<file path="config.mk">
export PLATFORM = sky130hd
export DESIGN_NAME = rbz_spi_host
export DESIGN_NICKNAME = d
export VERILOG_FILES = /design/src/rtl/rbz_spi_host.sv
export SDC_FILE = /design/constraint.sdc
export NUM_CORES = 1
export LEC_CHECK = 0
export CAP_MARGIN = 20
export CORE_ASPECT_RATIO = 0.5
export CORE_MARGIN = 1.5
export CORE_UTILIZATION = 50
export CTS_BUF_LIST = sky130_fd_sc_hd__clkbuf_4
export DETAILED_ROUTE_END_ITERATION = 8
export PLACE_DENSITY = 0.85
export SLEW_MARGIN = 10
export SYNTH_ARGS = -nofsm -noshare
export SYNTH_HDL_FRONTEND = slang
export SYNTH_SLANG_ARGS = --single-unit
</file>
<file path="constraint.sdc">
create_clock -name i_clk -period 4.3 [get_ports i_clk]
set_input_delay 0.43 -clock i_clk [delete_from_list [all_inputs] [get_ports i_clk]]
set_output_delay 0.43 -clock i_clk [all_outputs]
set_load 0.005 [all_outputs]
</file>
<file path="src/rtl/rbz_spi_host.sv">
// SPI mode-0 write-only initiator for the raybox-zero register and vector ports.
// One MSB-first frame of programmable length in flight; each phase lasts CLK_DIV cycles.
module rbz_spi_host #(
    parameter int unsigned MAX_BITS = 144,
    parameter int unsigned CLK_DIV  = 2
) (
    input  logic                          i_clk,
    input  logic                          i_reset_n,
    input  logic                          i_valid,
    output logic                          o_ready,
    input  logic                          i_target,
    input  logic [$clog2(MAX_BITS+1)-1:0] i_len,
    input  logic [MAX_BITS-1:0]           i_data,
    input  logic                          i_abort,
    output logic                          o_busy,
    output logic                          o_done,
    output logic                          o_reg_csb,
    output logic                          o_reg_sclk,
    output logic                          o_reg_mosi,
    output logic                          o_vec_csb,
    output logic                          o_vec_sclk,
    output logic                          o_vec_mosi
);
    localparam int unsigned LenW = $clog2(MAX_BITS + 1);
    localparam int unsigned PhW  = $clog2(CLK_DIV + 1);
    localparam logic [PhW-1:0]  PhLast = PhW'(CLK_DIV - 1);
    localparam logic [LenW-1:0] LenMax = LenW'(MAX_BITS);

    typedef enum logic [2:0] {StIdle, StSetup, StHigh, StLow, StHold, StGap} state_e;

    state_e                state_q;
    logic [PhW-1:0]        phase_q;
    logic [LenW-1:0]       cnt_q;
    logic [MAX_BITS-1:0]   data_q;
    logic                  target_q;
    logic                  ready_q, busy_q, done_q;
    logic                  csb_q, sclk_q, mosi_q;

    logic [LenW-1:0]       len_clamp;
    logic [LenW-1:0]       first_idx;
    logic [LenW-1:0]       next_idx;
    logic [PhW-1:0]        phase_inc;
    logic                  phase_last;
    logic                  in_frame;

    always_comb begin
        len_clamp  = (i_len > LenMax) ? LenMax : i_len;
        first_idx  = len_clamp - LenW'(1);
        // cnt_q counts bits still to send including the one on the wire now
        next_idx   = cnt_q - LenW'(2);
        phase_inc  = phase_q + PhW'(1);
        phase_last = (phase_q == PhLast);
        in_frame   = (state_q == StSetup) || (state_q == StHigh) ||
                     (state_q == StLow) || (state_q == StHold);
    end

    always_ff @(posedge i_clk) begin
        if (!i_reset_n) begin
            state_q  <= StIdle;
            phase_q  <= '0;
            cnt_q    <= '0;
            data_q   <= '0;
            target_q <= 1'b0;
            ready_q  <= 1'b1;
            busy_q   <= 1'b0;
            done_q   <= 1'b0;
            csb_q    <= 1'b1;
            sclk_q   <= 1'b0;
            mosi_q   <= 1'b0;
        end else begin
            done_q <= 1'b0;
            if (i_abort && in_frame) begin
                state_q <= StGap;
                phase_q <= '0;
                csb_q   <= 1'b1;
                sclk_q  <= 1'b0;
                mosi_q  <= 1'b0;
                done_q  <= (PhLast == '0);
            end else if (state_q == StIdle) begin
                if (i_valid) begin
                    target_q <= i_target;
                    data_q   <= i_data;
                    cnt_q    <= len_clamp;
                    ready_q  <= 1'b0;
                    busy_q   <= 1'b1;
                    if (len_clamp == '0) begin
                        // Empty frame: jump to the final gap cycle without touching CSB
                        state_q <= StGap;
                        phase_q <= PhLast;
                        done_q  <= 1'b1;
                    end else begin
                        state_q <= StSetup;
                        phase_q <= '0;
                        csb_q   <= 1'b0;
                        mosi_q  <= i_data[first_idx];
                    end
                end
            end else if (!phase_last) begin
                phase_q <= phase_inc;
                done_q  <= (state_q == StGap) && (phase_inc == PhLast);
            end else begin
                phase_q <= '0;
                case (state_q)
                    StSetup: begin
                        state_q <= StHigh;
                        sclk_q  <= 1'b1;
                    end
                    StHigh: begin
                        sclk_q <= 1'b0;
                        if (cnt_q == LenW'(1)) begin
                            state_q <= StHold;
                        end else begin
                            state_q <= StLow;
                            cnt_q   <= cnt_q - LenW'(1);
                            mosi_q  <= data_q[next_idx];
                        end
                    end
                    StLow: begin
                        state_q <= StHigh;
                        sclk_q  <= 1'b1;
                    end
                    StHold: begin
                        state_q <= StGap;
                        csb_q   <= 1'b1;
                        mosi_q  <= 1'b0;
                        done_q  <= (PhLast == '0);
                    end
                    StGap: begin
                        state_q <= StIdle;
                        ready_q <= 1'b1;
                        busy_q  <= 1'b0;
                    end
                    default: state_q <= StIdle;
                endcase
            end
        end
    end

    assign o_ready    = ready_q;
    assign o_busy     = busy_q;
    assign o_done     = done_q;
    assign o_reg_csb  = target_q | csb_q;
    assign o_reg_sclk = ~target_q & sclk_q;
    assign o_reg_mosi = ~target_q & mosi_q;
    assign o_vec_csb  = ~target_q | csb_q;
    assign o_vec_sclk = target_q & sclk_q;
    assign o_vec_mosi = target_q & mosi_q;

endmodule

</file>
==> results.rst, run 1 <==
.. list-table::
   :header-rows: 1

   * - Metric
     - Value
   * - Post-synth ARST share
     - 0%
   * - Leakage Power
     - 3.90 nW
   * - Flop2flop setup slack
     - 0.92 ns
   * - Floorplan die height
     - 97.6 um
   * - Largest net degree at the start of global routing
     - 108
   * - Clock transition at the register clock pins on the worst setup and hold paths after CTS
     - 0.15 ns
   * - Clock power frac
     - 15.0%
   * - DR vias
     - 8,718
   * - Power share of the combinational group
     - 48.2%
   * - Layout cells sized above 1
     - 13.2%
   * - Pwr Density
     - 532 mW/mm^2
   * - DRC Markers
     - 0
   * - Post-cts hold buffer count
     - 0
   * - Number of synthesis warnings
     - 0
   * - Max-cap viol count
     - 0
   * - Detailed-placement wirelength estimate
     - 19,600 um
   * - Final max-slew violation count
     - 0
   * - Top-level I/O count
     - 166
   * - Leading cell type in the layout, fill and taps excluded
     - nand2_1
   * - Proportion of synthesized chip area in sequential cells
     - 36.7%
   * - Initial DRC Count
     - 1,130
   * - Register share of total power
     - 36.8%
   * - Area of the core
     - 0.0174 sq mm
   * - Number of cells in the finished layout apart from fillers
     - 1,407
   * - Synth Cell Area
     - 0.00896 sq mm
   * - Biggest fanout along the worst timing path
     - 47
   * - Most used flip-flop cell after synthesis
     - dfxtp_1
   * - Top cells by area, synth
     - dfxtp_1, mux4_2, nand2_1
   * - Number of cells traversed by the worst hold path
     - 3
   * - Antenna violations before repair
     - 0
   * - Weighted congestion at the end of routability-driven global placement
     - 0.934
   * - CP Launch Type
     - primary input
   * - Number of buffers on the longest clock path
     - 2
   * - Number of search-and-repair iterations in the first detailed-routing pass
     - 8
   * - Power, Total
     - 5.88 mW
   * - Floorplan die area
     - 0.0188 sq mm
   * - Worst Path Required
     - 4.77 ns
   * - N_diodes
     - 0
   * - Maximum level of the CTS H-tree
     - 4
   * - Via count of the first global-routing pass
     - 8,303
   * - Worst hold path type
     - primary input to flop
   * - Critical register-to-register path startpoint
     - cnt_q[1]$_SDFFE_PN0P_
   * - Worst-margin pin slew
     - 0.964 ns
   * - Global-route wire length before repair
     - 42,800 um
   * - Setup crit end kind
     - flop
   * - Total Nets Final
     - 1,323
   * - Mapped Nets
     - 1,202
   * - Number of cell instances on the worst register-to-register path
     - 9
   * - Resized cells post-CTS
     - 0
   * - Number of synthesized flops with an enable pin
     - 0
   * - Insertion delay of the later-clocked pin in the worst-skew pair
     - 0.57 ns
   * - Most frequent cells in the layout
     - nand2_1, a21oi_1, clkdlybuf4s50_1, dfxtp_1, mux4_2
   * - Slew HR
     - 35.7%
   * - Number of placement rows
     - 34
   * - Switching Share
     - 43.0%
   * - Die width
     - 192 um
   * - Clock root cell
     - clkbuf_4
   * - Share of the synthesized area in the top cell type
     - 36.7%
   * - Total clock buffers created by CTS
     - 17
   * - Hold-critical path endpoint
     - target_q$_SDFFE_PN0P_
   * - Number of synthesized register bits
     - 164
   * - Internal power consumption
     - 3.35 mW
   * - Area growth, synth to finish
     - 23.4%
   * - Count of input and output buffers
     - 165
   * - Number of placed instances, taps included
     - 1,375
   * - Largest clock skew in the final design
     - 0.0164 ns
   * - Final routed wire length divided by cell count
     - 19.2 um
   * - Final Hold Violating Endpoints
     - 0
   * - Fin Setup TNS
     - 0 ns
   * - Crit share post-route
     - 80.2%
   * - Synth cell types
     - 62
   * - Maximum clock frequency
     - 290 MHz
   * - Total congestion overflow after global routing
     - 0
   * - Number of sinks driven by the clock tree
     - 164
   * - Setup repair after global routing missed its margin
     - no
   * - Filler cells
     - 1,415
   * - Total detailed-routing wirelength
     - 27,000 um
   * - Remaining antenna violation count after routing
     - 0
   * - Beginning of the worst hold path
     - i_target
   * - Synth Instances
     - 1,039
   * - Reg2Reg Capture Point
     - mosi_q$_SDFFE_PP0P_
   * - Type of the worst setup path
     - primary input to flop
   * - Initial Util
     - 51.3%
   * - Post-CTS setup buffers
     - 0
   * - Worst hold slack
     - 0.420 ns
   * - Clock tree from TritonCTS
     - built
   * - Via/cell ratio
     - 6.20
   * - Yosys top cell by area
     - dfxtp_1
   * - Status
     - completed
   * - Switch Pwr
     - 2.53 mW
   * - Global router's overall resource usage
     - 29.2%
   * - Arrival time at the worst endpoint
     - 3.92 ns
   * - Crit path time final
     - 3.45 ns
   * - Worst IR Drop VDD
     - 448 uV
   * - Mean instance size in the synthesized netlist
     - 8.62 sq um
   * - Setup-violating endpoint count in the final report
     - 0
## through the flow
step                      utilization [%]  instance area, sq um  setup slack, ns
after global placement               61.8                 10800            0.389
after floorplan                         -                  8960            0.357
after detailed placement             61.8                 10800            0.300
after CTS                            63.4                 11000            0.907
after global routing                 63.4                 11000            0.688
final                                63.4                 11000            0.849
## flip-flops by register name, summed over array words and instances, names as in the netlist
| name | count |
|---|---|
| cnt_q | 8 |
| csb_q | 1 |
| data_q | 144 |
| mosi_q | 1 |
| o_busy | 1 |
| o_done | 1 |
| o_ready | 1 |
| phase_q | 2 |
| sclk_q | 1 |
| state_q | 3 |
| target_q | 1 |
## Yosys cell counts, types with 3 or more instances
library cell	n
a21oi_1	174
ha_1	6
buf_1	9
buf_6	4
nor3_1	7
nand3_1	6
or3_1	4
mux4_2	77
nand2b_1	18
a2111o_1	3
xor2_1	4
a21boi_0	3
dfxtp_1	164
o22ai_1	4
a22oi_1	19
nor2b_1	5
xnor2_1	3
and2_1	3
o21ai_0	13
a211oi_1	9
buf_2	7
o2111ai_1	3
nand3b_1	3
clkbuf_1	65
mux2i_1	3
inv_1	8
o21bai_1	3
o211ai_1	3
a31oi_1	4
a211o_1	3
nor2_1	28
or2_2	5
nand2_1	331
nor4b_1	3
## per-layer routing
metal | vias up | share of wire [%] | track usage (%)
li1 | 3921 | - | -
met2 | 547 | 46 | 45.5
met4 | 0 | 3.1 | 10.6
met3 | 79 | 11 | 6.75
met5 | - | 0 | 0
met1 | 4171 | 40 | 39.6
## power by group through the flow
stage	registers (mW)	clock network [mW]	logic, mW
after global placement	2.16	0	2.67
after global routing	2.21	0.955	3.06
after CTS	2.15	0.886	2.77
after detailed placement	2.19	0	2.76
final	2.16	0.883	2.83
after floorplan	2.03	0	2.08
## critical path: stages
cell and delay, ns:
clkdlybuf4s50_1 0.54, o41a_1 0.39, o21ai_2 0.15, nand2_1 0.12, ha_2 0.36, buf_12 0.25
mux4_2 0.54, a22oi_1 0.27, a21oi_1 0.11, or4_1 0.53, o2111ai_1 0.11, nand2_1 0.07
## how the worst max path moves through the flow
stage                  start                  end  slack [ns]
global placement    i_len[1]  mosi_q$_SDFFE_PP0P_        0.39
global route        i_len[3]  mosi_q$_SDFFE_PP0P_        0.69
floorplan           i_len[0]  mosi_q$_SDFFE_PP0P_        0.36
CTS                 i_len[1]  mosi_q$_SDFFE_PP0P_        0.91
detailed placement  i_len[1]  mosi_q$_SDFFE_PP0P_        0.30
finish              i_len[3]  mosi_q$_SDFFE_PP0P_        0.85
## cells by family (layout without fill, tap and decap cells)
logic type / Yosys count / in the layout / synth area share, %
and+or+nand+nor: 427 / 427 / 20.3
adders and majority gates: 6 / 6 / 0.838
muxes: 80 / 80 / 19.7
xor gates and xnor gates: 9 / 9 / 1.05
buffers and inverters: 93 / 227 / 4.33
AOI/OAI and AO/OA: 260 / 260 / 17.1
DFF: 164 / 164 / 36.7
## layout make-up
| class | instances | area [sq um] | area share [%] |
|---|---|---|---|
| multi-input combinational | 782 | 5300 | 48.0 |
| sequential | 164 | 3290 | 29.7 |
| timing repair buffer | 187 | 1870 | 16.9 |
| tap | 234 | 293 | 2.65 |
| clock inverter | 15 | 143 | 1.29 |
| clock buffer | 17 | 128 | 1.16 |
| inverter | 8 | 32.5 | 0.294 |
Power figures use the tool's default switching activity.
==> run 2, diff against run 1 <==
Clock period 4.3 ns to 3.5 ns, I/O delays scaled along.
==> run 2 against run 1 <==
Net effect: register-to-register slack got worse by 0.51 ns; total power grew 28%; first-iteration DRC count rose by 2.1%; sequential share of layout area down 0.91 points; clock skew rose by 0.0066 ns; clock power is 40% higher; final area is 3.2% higher; die area is the same; highest routed layer unchanged; combinational power up 30%; critical path depth did not move; sequential power up 21%; flip-flop and latch count did not move.
==> results.rst, run 2 (synthesis gave the netlist of run 1 again) <==
.. list-table::
   :header-rows: 1

   * - Metric
     - Value
   * - Worst-margin pin slew
     - 0.783 ns (was 0.964 ns)
   * - Power share of the combinational group
     - 49.0% (was 48.2%)
   * - Routed wl met3
     - 2640 um (was 2920 um)
   * - Pwr Density
     - 662 mW/mm^2 (was 532 mW/mm^2)
   * - Number of cell instances on the worst register-to-register path
     - 9 (unchanged)
   * - Final max-slew violation count
     - 0 (unchanged)
   * - Detailed-placement wirelength estimate
     - 20,400 um (was 19,600 um)
   * - Internal power consumption
     - 4.34 mW (was 3.35 mW)
   * - Total detailed-routing wirelength
     - 27,800 um (was 27,000 um)
   * - Setup repair after global routing missed its margin
     - no (unchanged)
   * - Crit share post-route
     - 92.1%
   * - Global-route wire length before repair
     - 44,600 um (was 42,800 um)
   * - Arrival time at the worst endpoint
     - 3.71 ns (was 3.92 ns)
   * - Clock power frac
     - 16.5% (was 15.0%)
   * - Number of buffers on the longest clock path
     - 2 (unchanged)
   * - Type of the worst setup path
     - primary input to flop (unchanged)
   * - Floorplan die area
     - 0.0188 sq mm (unchanged)
   * - Clock tree from TritonCTS
     - built (unchanged)
   * - Initial Util
     - 51.3% (unchanged)
   * - Max-cap viol count
     - 0 (unchanged)
   * - Most frequent cells in the layout
     - nand2_1, a21oi_1, clkdlybuf4s50_1, dfxtp_1, mux4_2 (unchanged)
   * - Clock root cell
     - clkbuf_4 (unchanged)
   * - Setup Slack @ Placement
     - -0.252 ns (was 0.300 ns)
   * - Floorplan die height
     - 97.6 um (unchanged)
   * - Via/cell ratio
     - 6.12 (was 6.20)
   * - Switching Share
     - 42.5% (was 43.0%)
   * - Critical register-to-register path startpoint
     - cnt_q[2]$_SDFFE_PN0P_ (was cnt_q[1]$_SDFFE_PN0P_)
   * - Via count of the first global-routing pass
     - 8,455 (was 8,303)
   * - Setup crit end kind
     - flop (unchanged)
   * - Leading cell type in the layout, fill and taps excluded
     - nand2_1 (unchanged)
   * - Worst Path Required
     - 3.99 ns (was 4.77 ns)
   * - Final routed wire length divided by cell count
     - 19.3 um (was 19.2 um)
   * - Flop2flop setup slack
     - 0.41 ns (was 0.92 ns)
   * - Largest clock skew in the final design
     - 0.0230 ns (was 0.0164 ns)
   * - Post-CTS setup buffers
     - 0 (unchanged)
   * - Count of input and output buffers
     - 165 (unchanged)
   * - Sequential cell area
     - 0.00329 sq mm (unchanged)
   * - Worst IR Drop VDD
     - 558 uV (was 448 uV)
   * - Clock transition at the register clock pins on the worst setup and hold paths after CTS
     - 0.18 ns (was 0.15 ns)
   * - Post-Route M1 WL
     - 11,200 um (was 10,700 um)
   * - DRC Markers
     - 0 (unchanged)
   * - Crit path time final
     - 3.22 ns
   * - Global router's overall resource usage
     - 30.5% (was 29.2%)
   * - Register with the most flip-flops
     - data_q (unchanged)
   * - Antenna violations before repair
     - 1 (was 0)
   * - Highest routing layer actually used
     - met4 (unchanged)
   * - Post-layout util
     - 65.4% (was 63.4%)
   * - Crit path launch
     - i_len[0] (was i_len[3])
   * - Filler cells
     - 1,380 (was 1,415)
   * - Total Nets Final
     - 1,355 (was 1,323)
   * - Worst hold path type
     - primary input to flop (unchanged)
   * - Last element of the critical path
     - mosi_q$_SDFFE_PP0P_ (unchanged)
   * - Maximum clock frequency
     - 310 MHz
   * - Final WS setup
     - 0.278 ns (was 0.849 ns)
   * - Layout cells sized above 1
     - 15.6% (was 13.2%)
   * - Resized cells post-CTS
     - 0 (unchanged)
   * - Top-level I/O count
     - 166 (unchanged)
   * - Biggest fanout along the worst timing path
     - 16 (was 47)
   * - Leakage Power
     - 4.10 nW (was 3.90 nW)
   * - Final Hold Violating Endpoints
     - 0 (unchanged)
   * - Insertion delay of the later-clocked pin in the worst-skew pair
     - 0.59 ns (was 0.57 ns)
   * - Number of sinks driven by the clock tree
     - 164 (unchanged)
   * - CP Launch Type
     - primary input (unchanged)
   * - DR vias
     - 8,807 (was 8,718)
   * - Area of the core
     - 0.0174 sq mm (unchanged)
   * - Biggest registers after layout
     - data_q: 144 flops, cnt_q: 8 flops, state_q: 3 flops (unchanged)
   * - Max reg flops
     - 144 (unchanged)
   * - Switch Pwr
     - 3.21 mW (was 2.53 mW)
   * - Register share of total power
     - 34.5% (was 36.8%)
   * - Area growth, synth to finish
     - 27.3% (was 23.4%)
   * - Power, Total
     - 7.54 mW (was 5.88 mW)
   * - Setup-violating endpoint count in the final report
     - 0 (unchanged)
   * - Number of search-and-repair iterations in the first detailed-routing pass
     - 5 (was 8)
   * - Total congestion overflow after global routing
     - 0 (unchanged)
   * - Status
     - completed (unchanged)
   * - Die width
     - 192 um (unchanged)
   * - Maximum level of the CTS H-tree
     - 4 (unchanged)
   * - Slew HR
     - 47.3% (was 35.7%)
   * - Area occupied by multi-input gates
     - 0.00530 sq mm (unchanged)
   * - Number of placement rows
     - 34 (unchanged)
   * - Total clock buffers created by CTS
     - 17 (unchanged)
   * - Weighted congestion at the end of routability-driven global placement
     - 0.930 (was 0.934)
   * - Number of cells traversed by the worst hold path
     - 3 (unchanged)
   * - Remaining antenna violation count after routing
     - 0 (unchanged)
   * - Met2 Wirelength
     - 13,100 um (was 12,500 um)
   * - Largest net degree at the start of global routing
     - 146 (was 108)
   * - Reg2Reg Capture Point
     - mosi_q$_SDFFE_PP0P_ (unchanged)
   * - Post-cts hold buffer count
     - 0 (unchanged)
   * - Initial DRC Count
     - 1,154 (was 1,130)
## run 2: how the worst min path moves through the flow
| stage | from | endpoint |
|---|---|---|
| 2_1_floorplan | i_reset_n | o_ready$_SDFFE_PN1P_ |
| 3_3_place_gp | data_q[37]$_SDFFE_PN0P_ | data_q[37]$_SDFFE_PN0P_ |
| 3_5_place_dp | data_q[116]$_SDFFE_PN0P_ | data_q[116]$_SDFFE_PN0P_ |
| 4_1_cts | i_data[46] | data_q[46]$_SDFFE_PN0P_ |
| 5_1_grt | i_data[46] | data_q[46]$_SDFFE_PN0P_ |
| 6_report | i_data[46] | data_q[46]$_SDFFE_PN0P_ |
## run 2: area by class of cell
cell class,instances,share of cell area (%)
tap,234,2.57
multi-input combinational,782,46.5
inverter,8,0.285
clock buffer,17,1.12
sequential,164,28.8
clock inverter,15,1.76
antenna,1,0.0220
timing repair buffer,219,18.9
## run 2: power groups by stage
stage | clock (mW) | combinational, mW | sequential, mW
6_report | 1.24 | 3.69 | 2.61
5_1_grt | 1.32 | 4.00 | 2.66
4_1_cts | 1.24 | 3.63 | 2.59
3_5_place_dp | 0 | 3.62 | 2.64
3_3_place_gp | 0 | 3.51 | 2.61
2_1_floorplan | 0 | 2.56 | 2.50
## run 2: layer usage
layer,track usage [%],up-vias
met5,0,-
met2,49.2,519
met3,6.36,93
met4,9.54,0
li1,-,3983
met1,41.1,4212
## run 2: critical path: stages
cell and delay (ns):
clkdlybuf4s50_1 0.42, o41a_1 0.46, o21ai_2 0.15, nand2_1 0.10, ha_2 0.37, buf_12 0.18, mux4_2 0.52, a22oi_1 0.31
a21oi_1 0.12, or4_1 0.53, o2111ai_1 0.11, nand2_1 0.07
## run 2: per-stage QoR
stage / TNS [ns] / hold WS, ns / instance area, sq um / instances
final: 0 / 0.321 / 11400 / 1440
after global routing: 0 / 0.296 / 11400 / 1440
after CTS: 0 / 0.316 / 11400 / 1439
after detailed placement: -0.252 / 0.443 / 11100 / 1407
after global placement: -0.188 / 0.439 / 11100 / 1407
after floorplan: 0 / 0.412 / 8960 / 1039
==> run 3, diff against run 2 <==
Settings changed: CORE_MARGIN 1.5 to 4, GPL_TIMING_DRIVEN set to 0.
==> run 3 against run 2 <==
Net effect: count of clock-buffer cells in the layout increased by 2; critical endpoint unchanged; total power increased by 1.7%; routed wire length increased by 9.2%; non-clock buffer count increased by 38; global-route usage decreased by 0.86 points; final area decreased by 0.11%.
==> results.rst, run 3 (synthesis gave the netlist of run 1 again) <==
.. list-table::
   :header-rows: 1

   * - Metric
     - Value
   * - Final routed wire length divided by cell count
     - 20.5 um (was 19.3 um)
   * - Max reg flops
     - 144 (unchanged)
   * - Global router's overall resource usage
     - 29.6% (was 30.5%)
   * - Total buffers and inverters traversed by the critical path
     - 3 (was 2)
   * - Global-route wire length before repair
     - 46,400 um (was 44,600 um)
   * - CP Launch Type
     - primary input (unchanged)
   * - Weighted congestion at the end of routability-driven global placement
     - 0.997 (was 0.930)
   * - Largest net degree at the start of global routing
     - 17 (was 146)
   * - Setup crit end kind
     - flop (unchanged)
   * - Worst path cell trace
     - clkdlybuf4s50_1 > buf_4 > o41a_1 > o21ai_4 > nand2_2 > ha_4 > buf_6 > mux4_2 > a22o_1 > a211o_1 > a211o_1 > o2111ai_2 > nand2_1 (was clkdlybuf4s50_1 > o41a_1 > o21ai_2 > nand2_1 > ha_2 > buf_12 > mux4_2 > a22oi_1 > a21oi_1 > or4_1 > o2111ai_1 > nand2_1)
   * - Biggest fanout along the worst timing path
     - 10 (was 16)
   * - Area growth, synth to finish
     - 27.1% (was 27.3%)
   * - Highest routing layer actually used
     - met4 (unchanged)
   * - Remaining antenna violation count after routing
     - 0 (unchanged)
   * - Type of the worst setup path
     - primary input to flop (unchanged)
   * - Post-Route M1 WL
     - 11,800 um (was 11,200 um)
   * - Via count of the first global-routing pass
     - 8,693 (was 8,455)
   * - Crit share post-route
     - 99.4% (was 92.1%)
   * - DR vias
     - 9,047 (was 8,807)
   * - Cell type group with the largest total delay on the critical path
     - compound AO/OA/AOI/OAI gates (unchanged)
   * - Area of the core
     - 0.0175 sq mm (was 0.0174 sq mm)
   * - Via/cell ratio
     - 6.12 (about the same)
   * - Insertion delay of the later-clocked pin in the worst-skew pair
     - 0.58 ns (was 0.59 ns)
   * - Slew HR
     - 33.1% (was 47.3%)
   * - Maximum clock frequency
     - 287 MHz (was 310 MHz)
   * - Number of search-and-repair iterations in the first detailed-routing pass
     - 5 (unchanged)
   * - Detailed-placement wirelength estimate
     - 23,300 um (was 20,400 um)
   * - Worst hold path type
     - primary input to flop (unchanged)
   * - Setup repair after global routing missed its margin
     - no (unchanged)
   * - Floorplan die area
     - 0.0202 sq mm (was 0.0188 sq mm)
   * - Leakage Power
     - 4.01 nW (was 4.10 nW)
   * - Total congestion overflow after global routing
     - 0 (unchanged)
   * - Total detailed-routing wirelength
     - 30,300 um (was 27,800 um)
   * - Count of input and output buffers
     - 164 (was 165)
   * - Delay of the slowest cell on the worst path
     - 0.53 ns (about the same)
   * - Leading cell type in the layout, fill and taps excluded
     - nand2_1 (unchanged)
   * - Clock tree from TritonCTS
     - built (unchanged)
   * - Top-level I/O count
     - 166 (unchanged)
   * - Initial Util
     - 51.2% (was 51.3%)
   * - Max-cap viol count
     - 0 (unchanged)
   * - Most repeated library cell on the critical path
     - a211o_1 (was nand2_1)
   * - Clock transition at the register clock pins on the worst setup and hold paths after CTS
     - 0.14 ns (was 0.18 ns)
   * - Post-layout util
     - 65.1% (was 65.4%)
   * - Biggest registers after layout
     - data_q: 144 flops, cnt_q: 8 flops, state_q: 3 flops (unchanged)
   * - Die width
     - 197 um (was 192 um)
   * - Worst-margin pin slew
     - 1.00 ns (was 0.783 ns)
   * - Number of placed instances, taps included
     - 1,437 (was 1,407)
   * - Post-cts hold buffer count
     - 0 (unchanged)
   * - DRC Markers
     - 0 (unchanged)
   * - Final Hold Violating Endpoints
     - 0 (unchanged)
   * - Total Nets Final
     - 1,393 (was 1,355)
   * - Filler cells
     - 1,415 (was 1,380)
   * - Number of placement rows
     - 34 (unchanged)
   * - Antenna violations before repair
     - 1 (unchanged)
   * - Setup-violating endpoint count in the final report
     - 0 (unchanged)
   * - Worst Path Required
     - 3.98 ns (was 3.99 ns)
   * - Met2 Wirelength
     - 13,700 um (was 13,100 um)
   * - Total clock buffers created by CTS
     - 17 (unchanged)
   * - Slowest library cell on the worst path
     - mux4_2 (was or4_1)
   * - Floorplan die height
     - 103 um (was 97.6 um)
   * - Final WS setup
     - 0.0204 ns (was 0.278 ns)
   * - Number of buffers on the longest clock path
     - 2 (unchanged)
   * - Most frequent cells in the layout
     - nand2_1, a21oi_1, dfxtp_1, clkdlybuf4s50_1, mux4_2 (was nand2_1, a21oi_1, clkdlybuf4s50_1, dfxtp_1, mux4_2)
   * - Pwr Density
     - 673 mW/mm^2 (was 662 mW/mm^2)
   * - Clock root cell
     - clkbuf_4 (unchanged)
   * - Arrival time at the worst endpoint
     - 3.96 ns (was 3.71 ns)
   * - Largest clock skew in the final design
     - 0.0335 ns (was 0.0230 ns)
   * - Initial DRC Count
     - 1,206 (was 1,154)
   * - Status
     - completed (unchanged)
   * - Number of cells in the finished layout apart from fillers
     - 1,478 (was 1,440)
   * - Area occupied by multi-input gates
     - 0.00536 sq mm (was 0.00530 sq mm)
   * - Crit path time final
     - 3.48 ns (was 3.22 ns)
   * - Final max-slew violation count
     - 0 (unchanged)
   * - Worst IR Drop VDD
     - 363 uV (was 558 uV)
   * - Sequential cell area
     - 0.00328 sq mm (was 0.00329 sq mm)
   * - Number of sinks driven by the clock tree
     - 164 (unchanged)
   * - Register with the most flip-flops
     - data_q (unchanged)
   * - Layout cells sized above 1
     - 13.1% (was 15.6%)
   * - Routed wl met3
     - 3650 um (was 2640 um)
   * - Setup Slack @ Placement
     - -1.61 ns (was -0.252 ns)
   * - Maximum level of the CTS H-tree
     - 4 (unchanged)
## run 3: power breakdown
group	internal, mW	switching (mW)	leakage (nW)	total [mW]
combinational	1.68	2.36	2.53	4.04
clock	0.365	0.715	0.130	1.08
sequential	2.30	0.251	1.34	2.55
## run 3: per-stage QoR
stage	total power, mW	TNS (ns)	cell area [sq um]	hold WS, ns
6_report	7.67	0	11400	0.308
3_5_place_dp	6.28	-2.60	10900	0.447
5_1_grt	8.08	0	11400	0.302
3_3_place_gp	6.17	-2.07	10900	0.439
2_1_floorplan	5.06	0	8960	0.412
4_1_cts	7.50	0	11300	0.266
## run 3: worst reg2reg max path: cells and delay by family (launching register included)
kind	cells	cell delay (ns)
AO/OA/AOI/OAI	2	0.34
buffers and inverters	2	0.71
flip-flops	1	0.62
multiplexers	3	1.54
AND/OR/NAND/NOR	1	0.06
## run 3: cell type report
type,count,share of cell area (%)
Inverter,8,0.264
Sequential cell,164,28.8
Antenna cell,2,0.0440
Clock buffer,19,1.25
Clock inverter,12,0.945
Timing Repair Buffer,174,15.4
Tap cell,234,2.57
Multi-Input combinational cell,782,47.1
Buffer,83,3.65
## run 3: repair_timing
item / 4_1_cts / 5_1_grt
gates resized for setup: 28 / 8
buffers inserted: 6 / 3
endpoints found under the setup margin: 9 / 1
pin swaps: 4 / 4
## run 3: final timing paths
check	from	end	slack [ns]	depth (start not counted)
max	i_len[0]	mosi_q$_SDFFE_PP0P_	0.02	13
min	i_len[4]	cnt_q[4]$_SDFFE_PN0P_	0.31	5
max reg2reg	cnt_q[0]$_SDFFE_PN0P_	mosi_q$_SDFFE_PP0P_	0.14	8
min reg2reg	data_q[14]$_SDFFE_PN0P_	data_q[14]$_SDFFE_PN0P_	0.46	2
## run 3: metal layers
| layer | global-route usage [%] | up-vias |
|---|---|---|
| li1 | - | 4074 |
| met4 | 12.1 | 0 |
| met2 | 47.6 | 582 |
| met5 | 0 | - |
| met3 | 7.05 | 105 |
| met1 | 39.3 | 4286 |
